==> config.mk <==
export PLATFORM = sky130hd
export DESIGN_NAME = accumulate_ctrl32
export DESIGN_NICKNAME = d
export VERILOG_FILES = /design/src/rtl/accumulate_ctrl32.sv
export SDC_FILE = /design/constraint.sdc
export NUM_CORES = 1
export LEC_CHECK = 0
export ABC_AREA = 1
export BUFFER_PORTS_ARGS = -buffer_cell sky130_fd_sc_hd__buf_4
export CORE_MARGIN = 4
export CORE_UTILIZATION = 45
export CTS_BUF_LIST = sky130_fd_sc_hd__clkbuf_16
export CTS_CLUSTER_DIAMETER = 120
export DETAILED_ROUTE_END_ITERATION = 10
export HOLD_SLACK_MARGIN = 0.08
export PLACE_DENSITY = 0.73
export SETUP_SLACK_MARGIN = 0.15
export SLEW_MARGIN = 40
export SYNTH_ARGS = -nofsm -noshare
export SYNTH_HDL_FRONTEND = slang
export SYNTH_SLANG_ARGS = --single-unit
==> constraint.sdc <==
create_clock -name clk -period 14.65 [get_ports clk]
set_input_delay 2.93 -clock clk [delete_from_list [all_inputs] [get_ports clk]]
set_output_delay 2.93 -clock clk [all_outputs]
set_load 0.05 [all_outputs]
==> src/rtl/accumulate_ctrl32.sv <==
// -----------------------------------------------------------------------------
// accumulate_ctrl32
//
// Sequential accumulator wrapped around a WIDTH-bit ripple-carry adder.
// A burst of `len` operands is accepted over a valid/ready handshake. Each
// accepted beat drives the adder with a = running sum and b = operand (cin = 0).
// The adder sum and carry-out are registered into the accumulator, a sticky
// overflow flag and a saturating carry counter. A one-cycle done pulse marks
// the end of the burst.
//
// Ports
//   clk        in   1      rising-edge clock
//   reset      in   1      synchronous, active-high reset
//   start      in   1      begin burst (only looked at in IDLE)
//   len        in   CNT_W  operands in burst, captured with start
//   in_valid   in   1      operand valid
//   in_data    in   WIDTH  operand
//   in_ready   out  1      operand can be accepted this cycle
//   sum        out  WIDTH  accumulated sum, modulo 2^WIDTH
//   carry_cnt  out  CNT_W  count of beats with adder cout=1, saturating
//   overflow   out  1      sticky: some beat produced cout=1
//   busy       out  1      high while accumulating
//   done       out  1      one-cycle pulse after the last beat
// -----------------------------------------------------------------------------

// -----------------------------------------------------------------------------
// accumulate_ctrl32_rca
//
// Plain ripple-carry adder: one full adder per bit, carry chained LSB to MSB.
//
// Ports
//   i_a, i_b   in   WIDTH  addends
//   i_cin      in   1      carry into bit 0
//   o_s        out  WIDTH  sum bits
//   o_cout     out  1      carry out of the MSB
// -----------------------------------------------------------------------------
module accumulate_ctrl32_rca #(
    parameter int WIDTH = 32
) (
    input  logic [WIDTH-1:0] i_a,
    input  logic [WIDTH-1:0] i_b,
    input  logic             i_cin,
    output logic [WIDTH-1:0] o_s,
    output logic             o_cout
);

    logic [WIDTH:0] w_c;

    assign w_c[0] = i_cin;

    genvar g;
    generate
        for (g = 0; g < WIDTH; g++) begin : g_fa
            logic w_p;
            assign w_p        = i_a[g] ^ i_b[g];
            assign o_s[g]     = w_p ^ w_c[g];
            assign w_c[g + 1] = (i_a[g] & i_b[g]) | (w_c[g] & w_p);
        end
    endgenerate

    assign o_cout = w_c[WIDTH];

endmodule

module accumulate_ctrl32 #(
    parameter int WIDTH = 32,
    parameter int CNT_W = 8
) (
    input  logic             clk,
    input  logic             reset,
    input  logic             start,
    input  logic [CNT_W-1:0] len,
    input  logic             in_valid,
    input  logic [WIDTH-1:0] in_data,
    output logic             in_ready,
    output logic [WIDTH-1:0] sum,
    output logic [CNT_W-1:0] carry_cnt,
    output logic             overflow,
    output logic             busy,
    output logic             done
);

    typedef enum logic [1:0] {
        S_IDLE  = 2'd0,
        S_ACCUM = 2'd1,
        S_DONE  = 2'd2
    } state_t;

    localparam logic [CNT_W-1:0] CNT_ONE = {{(CNT_W-1){1'b0}}, 1'b1};
    localparam logic [CNT_W-1:0] CNT_MAX = {CNT_W{1'b1}};

    state_t           r_state;
    logic [WIDTH-1:0] r_sum_p1;
    logic [CNT_W-1:0] r_carry_cnt_p1;
    logic             r_overflow_p1;
    logic [CNT_W-1:0] r_remaining;
    logic             r_busy;
    logic             r_done;

    logic             w_in_ready;
    logic             w_accept;
    logic             w_last_beat;
    logic [WIDTH-1:0] w_add_s;
    logic             w_add_cout;

    // Counter increment that sticks at all-ones instead of wrapping.
    function automatic logic [CNT_W-1:0] sat_inc(
        input logic [CNT_W-1:0] cnt,
        input logic             inc
    );
        if (inc && (cnt != CNT_MAX)) begin
            return cnt + CNT_ONE;
        end
        return cnt;
    endfunction

    // Ready is a pure state decode so the producer sees it in the same cycle.
    assign w_in_ready  = (r_state == S_ACCUM);
    assign w_accept    = in_valid & w_in_ready;
    assign w_last_beat = (r_remaining == CNT_ONE);

    accumulate_ctrl32_rca #(
        .WIDTH (WIDTH)
    ) u_adder (
        .i_a    (r_sum_p1),
        .i_b    (in_data),
        .i_cin  (1'b0),
        .o_s    (w_add_s),
        .o_cout (w_add_cout)
    );

    // ---- stage p1: adder result registered on each accepted beat ----
    always_ff @(posedge clk) begin
        if (reset) begin
            r_state        <= S_IDLE;
            r_sum_p1       <= '0;
            r_carry_cnt_p1 <= '0;
            r_overflow_p1  <= 1'b0;
            r_remaining    <= '0;
            r_busy         <= 1'b0;
            r_done         <= 1'b0;
        end else begin
            case (r_state)
                S_IDLE: begin
                    r_done <= 1'b0;
                    if (start) begin
                        r_sum_p1       <= '0;
                        r_carry_cnt_p1 <= '0;
                        r_overflow_p1  <= 1'b0;
                        r_remaining    <= len;
                        if (len != '0) begin
                            r_state <= S_ACCUM;
                            r_busy  <= 1'b1;
                        end else begin
                            // Empty burst still produces its done pulse.
                            r_state <= S_DONE;
                            r_done  <= 1'b1;
                        end
                    end
                end

                S_ACCUM: begin
                    if (w_accept) begin
                        r_sum_p1       <= w_add_s;
                        r_overflow_p1  <= r_overflow_p1 | w_add_cout;
                        r_carry_cnt_p1 <= sat_inc(r_carry_cnt_p1, w_add_cout);
                        r_remaining    <= r_remaining - CNT_ONE;
                        if (w_last_beat) begin
                            r_state <= S_DONE;
                            r_busy  <= 1'b0;
                            r_done  <= 1'b1;
                        end
                    end
                end

                S_DONE: begin
                    r_state <= S_IDLE;
                    r_busy  <= 1'b0;
                    r_done  <= 1'b0;
                end

                default: begin
                    r_state <= S_IDLE;
                    r_busy  <= 1'b0;
                    r_done  <= 1'b0;
                end
            endcase
        end
    end

    assign in_ready  = w_in_ready;
    assign sum       = r_sum_p1;
    assign carry_cnt = r_carry_cnt_p1;
    assign overflow  = r_overflow_p1;
    assign busy      = r_busy;
    assign done      = r_done;

endmodule

# Word-level counts from Yosys, hierarchy flattened
# Index checks and enable logic that the tools add are counted.
[word_totals]
output_inout_bits = 44
inputBits = 44
elab_cells = 218
regBits = 53
[op_classes]
bitwise_logic = 159
reduce_logical = 9
muxes = 33
add_sub_neg = 2
n_eq_ne = 8
[op_table]
columns = ["op", "n"]
rows = [
  ["AND 1 bit", 64],
  ["two-way mux 32 bit", 2],
  ["one-hot mux 32 bit (2 select lines)", 1],
  ["XOR 1 bit", 63],
  ["two-way mux 8 bit", 6],
  ["OR 1 bit", 32],
  ["one-hot mux 8 bit (2 select lines)", 2],
  ["two-way mux 1 bit", 14],
  ["adder 8 x 1 -> 8 bit, second input constant", 1],
  ["== test 8 x 1 -> 1 bit, second input constant", 1],
  ["two-way mux 2 bit", 4],
  ["inequality test 8 bit, second input constant", 1],
  ["AND reduction 4 bit", 2],
  ["nonzero test 8 bit", 1],
  ["subtractor 8 x 1 -> 8 bit, second input constant", 1],
  ["inequality test 2 x 1 -> 1 bit, second input constant", 3],
  ["one-hot mux 1 bit (2 select lines)", 3],
  ["AND reduction 3 bit", 2],
  ["inequality test 2 bit, second input constant", 2],
  ["one-hot mux 2 bit (2 select lines)", 1],
  ["== test 2 x 1 -> 1 bit, second input constant", 1],
  ["logical NOT 2 bit", 1],
  ["AND reduction 2 bit", 1],
  ["nonzero test 2 bit", 1],
  ["logical AND 1 bit", 1],
]

# Longest topological paths before layout
[depth]
ltp_word = 71
depth_mapped = 40
depth_no_buf = 40

# Modules after synthesis
# From an unflattened synthesis, not the netlist that was laid out.
[unflattened]
hier_cells = 379
hier_area_um2 = 3078.0
[modules_own_cells]
columns = ["module", "area_each_um2", "seq_area_each_um2", "cells_each", "instances"]
rows = [
  ["accumulate_ctrl32", 2399.8, 1061.0, 337, 1],
  ["accumulate_ctrl32_rca", 678.2, 0.0, 42, 1],
]

# Least setup slack after synthesis
# No wires, ideal clock.
[synth_path]
path_kind = "input port to flip-flop"
start = "in in_data[0]"
end = "reg r_carry_cnt_p1[3] (netlist: carry_cnt[3])"
t_required_ps = 14580
path_buffers = 0
stages = 40
setup_time_ps = 70
slack_ps = -458
t_arrival_ps = 15038
path_cell_list = "ha_1 inv_1 fa_1 fa_1 fa_1 fa_1 fa_1 fa_1 fa_1 fa_1 fa_1 fa_1 fa_1 fa_1 fa_1 fa_1 fa_1 fa_1 (+4 left out) fa_1 fa_1 fa_1 fa_1 fa_1 fa_1 fa_1 fa_1 inv_1 fa_1 fa_1 inv_1 fa_1 a21oi_4 nand2_4 nand2_2 nand2_1 a21oi_1"
[synth_between]
elab_chain_cells = 70
[synth_rtl]
columns = ["item", "line_no", "source"]
rows = [
  ["start: declaration", "74", "input logic [WIDTH-1:0] in_data,"],
  ["AND 1 bit (2 in a row)", "57", "assign w_c[g + 1] = (i_a[g] & i_b[g]) | (w_c[g] & w_p);"],
  ["OR 1 bit", "57", ""],
  ["AND 1 bit", "57", ""],
  ["OR 1 bit", "57", ""],
  ["AND 1 bit", "57", ""],
  ["OR 1 bit", "57", ""],
  ["AND 1 bit", "57", ""],
  ["OR 1 bit", "57", ""],
  ["(+53 left out)", "n/a", ""],
  ["OR 1 bit", "57", ""],
  ["logical AND 1 bit", "111", "if (inc && (cnt != CNT_MAX)) begin"],
  ["two-way mux 1 bit", "111", ""],
  ["two-way mux 1 bit", "163", "if (w_accept) begin"],
  ["two-way mux 1 bit", "143", "case (r_state)"],
  ["two-way mux 1 bit", "134", "if (reset) begin"],
  ["inequality test 2 x 1 -> 1 bit (no source line)", "n/a", ""],
  ["AND reduction 4 bit (no source line)", "n/a", ""],
  ["end signal: assignment", "166", "r_carry_cnt_p1 <= sat_inc(r_carry_cnt_p1, w_add_cout);"],
  ["end: declaration", "94", "logic [CNT_W-1:0] r_carry_cnt_p1;"],
]
# Every way passes these cells. The select of a mux whose other input is x is not followed.
# A chain may end at the register's enable or synchronous reset.

# Worst setup path after layout
[layout_path]
start = "in in_data[0]"
end = "reg r_carry_cnt_p1[0] (netlist: carry_cnt[0])"
# The elaborated chain is that of the path after synthesis.

==> results by group <==
Synthesis
  – Netlist Area Pre-Place: 3350 um^2
  – Most numerous cell in the Yosys netlist: inv_1
  – Avg Cell Area, Syn: 7.76 um^2
  – Synth top cells by count: inv_1 (84), o21ai_1 (61), nor2_1 (54)
  – Syn Inst Count: 431
  – Most used DFF post-synth: dfxtp_1
  – Syn nets: 510
  – Post-synthesis sequential area ratio: 31.7%
  – Number of library cell types mapped by synthesis: 29
  – Synth Warn #: 0
  – #FFs+latches synth: 53
  – Area leader, netlist: dfxtp_1
  – Ys async rst share: 0%
  – Area contributors post-synth: dfxtp_1 (32%), fa_1 (19%), inv_1 (9.4%)
  – Post-synth EDFFs: 0
  – Yosys top cell area share: 31.7%

Place
  – Detail Placement HPWL: 5.70 mm
  – Placed cell area: 4050 um^2
  – IO buf count: 87
  – GPL Wtd Cong: 0.823

Pwr
  – Sw frac: 36.9%
  – Part of the power in registers: 35.7%
  – Part of the power in the clock network: 26.7%
  – Power density over cell area: 113 nW/um^2
  – Combinational Power Share: 37.7%
  – Tot Pwr: 0.000481 W
  – Leak: 1.87 nW
  – Pint: 0.000304 W
  – VDD IR max: 66.1 uV
  – Net switching power: 0.000177 W

Finish
  – Area of the multi-input gates: 1920 um^2
  – Layout cells sized above 1: 28.6%
  – Syn-to-layout area delta: 27.5%
  – Antenna Cells: 0
  – Final net count: 588
  – Post-layout util: 58.8%
  – Area taken by flip-flops and latches: 1060 um^2
  – Fill cell count: 655
  – Design Area, Final: 4270 um^2

STA
  – Final hold vios: 0
  – # setup viols final: 0
  – Min Tclk post-route: 14.23 ns
  – Max Clk Rate: 0.0703 GHz
  – Worst slew pin tran: 0.664 ns
  – Fin crit share: 97.1%
  – Layout Skew: 0.00607 ns
  – Rel. slew slack: 55.7%
  – Final Slew Violations: 0
  – RSZ-0062 raised after global routing: false
  – Setup TNS: 0 ns
  – Worst hold slack: 0.503 ns

Route
  – Routed wire length: 7.82 mm
  – Vias: 2959
  – Drc violations: 0
  – Post-route antenna net violation count: 0
  – First DRT Iteration DRCs: 135
  – Detailed Routing Iterations Pass 1: 4
  – Wire per inst: 12.8 um
  – Number of vias per cell: 4.86

Clock tree
  – CTS sink count: 53
  – CTS Hold Bufs: 0
  – Clock-pin slew of the registers on the worst-case setup and hold paths: 0.07 ns
  – Clk root buf: clkbuf_16
  – H-tree depth: 2
  – Clk buf depth: 2
  – Num CTS Buffers: 5
  – Clk Latency, worst-skew pair: 0.28 ns
  – CTS tree: done

Setup path
  – CP Launch Type: input port
  – Crit path capture type: flip-flop
  – Worst path most repeated cell: fa_2
  – Critical Path AT: 14.45 ns
  – Slowest cell on the critical path: fa_1
  – CP max FO: 4
  – Req. time, crit path: 14.88 ns
  – Crit-path max cell delay: 0.39 ns
  – Crit path kind: input port to flip-flop

Hold path
  – Hold WC Path Type: flip-flop to flip-flop

GRT
  – First-pass GRT wire length: 13.0 mm
  – Vias in the first global route: 2796
  – Overflow after GRT: 0
  – GRT Overall Usage: 18.0%
  – Largest net degree at the start of global routing: 50
  – Initial antenna violation count: 0

Die
  – Chip Height: 94.2 um
  – Starting Density: 46.1%
  – Die Wd: 94.2 um
  – IO Count: 88
  – Rows: 31
  – Full die area: 8880 um^2
  – CORE AREA: 7250 um^2

Run
  – Max cap viols: 0

Status
  – Outcome: finished clean
[cell families after synthesis]
group / count (synthesis) / share of synthesized area, %
flip-flops: 53 / 31.7
XOR/XNOR: 3 / 0.785
AO/OA/AOI/OAI: 103 / 16.7
AND/OR/NAND/NOR: 131 / 17.2
adder cells (fa/ha/maj): 35 / 20.0
buffers and inverters: 106 / 13.6
[power by group through the flow]
stage	combinational (W)	sequential, W	clock (W)
after floorplan	0.0000958	0.000212	0
after global placement	0.000174	0.000174	0
after detailed placement	0.000177	0.000175	0
after CTS	0.000180	0.000172	0.000131
after global routing	0.000202	0.000174	0.000138
final	0.000181	0.000172	0.000128
[cells in the final DEF (no fill, tap or decap), types with 3 or more instances in the layout]
master     count
buf_4         88
inv_1         84
o21ai_1       61
nor2_1        54
dfxtp_1       53
nand2_1       42
fa_2          29
nand3_1       22
a21oi_1       19
o21ai_0       11
o21ai_2        7
clkbuf_16      5
ha_1           4
inv_2          3
nand2_2        3
nand4_1        3
[worst paths after layout]
path	startpoint	endpoint	cells after the start	slack (ns)
max	in_data[0]	carry_cnt[0]	42	0.42
min	r_remaining[2]	r_remaining[2]	2	0.50
max reg2reg	sum[0]	carry_cnt[0]	41	2.77
min reg2reg	r_remaining[2]	r_remaining[2]	2	0.50
[layer usage]
| layer | track usage [%] | wire length [um] | vias up |
|---|---|---|---|
| met5 | 0 | 0 | - |
| met4 | 4.57 | 110 | 0 |
| met2 | 31.4 | 4130 | 69 |
| met1 | 23.4 | 3250 | 1377 |
| li1 | - | - | 1505 |
| met3 | 2.64 | 336 | 8 |
[what timing repair did]
item,in CTS,in global routing
setup endpoints to repair,10,10
gates cloned,0,1
pin swaps,0,2
setup buffers,1,0
gates resized for setup,5,12
[critical path: cells and delay by family]
kind                     cells  cell delay, ns
adder cells (fa/ha/maj)     32           10.64
buffers and inverters        5            0.39
AO/OA/AOI/OAI                1            0.20
AND/OR/NAND/NOR              4            0.30
[cell type report]
type | instances | area share (%)
well taps | 99 | 2.90
multi-input cells | 273 | 45.0
repair buffers | 89 | 15.7
clock buffers | 5 | 2.93
inverters | 87 | 7.68
clock inverters | 3 | 0.880
flip-flops and latches | 53 | 24.9
[registers in the layout (all words and copies together), names as in the netlist]
register     flops
busy             1
carry_cnt        8
overflow         1
sum             32
r_state          2
done             1
r_remaining      8
[through the flow]
stage / cells / setup WS (ns)
6_report: 609 / 0.421
5_1_grt: 609 / 0.101
4_1_cts: 608 / 0.182
3_5_place_dp: 599 / -0.388
3_3_place_gp: 599 / -0.140
2_1_floorplan: 431 / 0.171
Note: power is estimated with default switching activity, not from simulation.
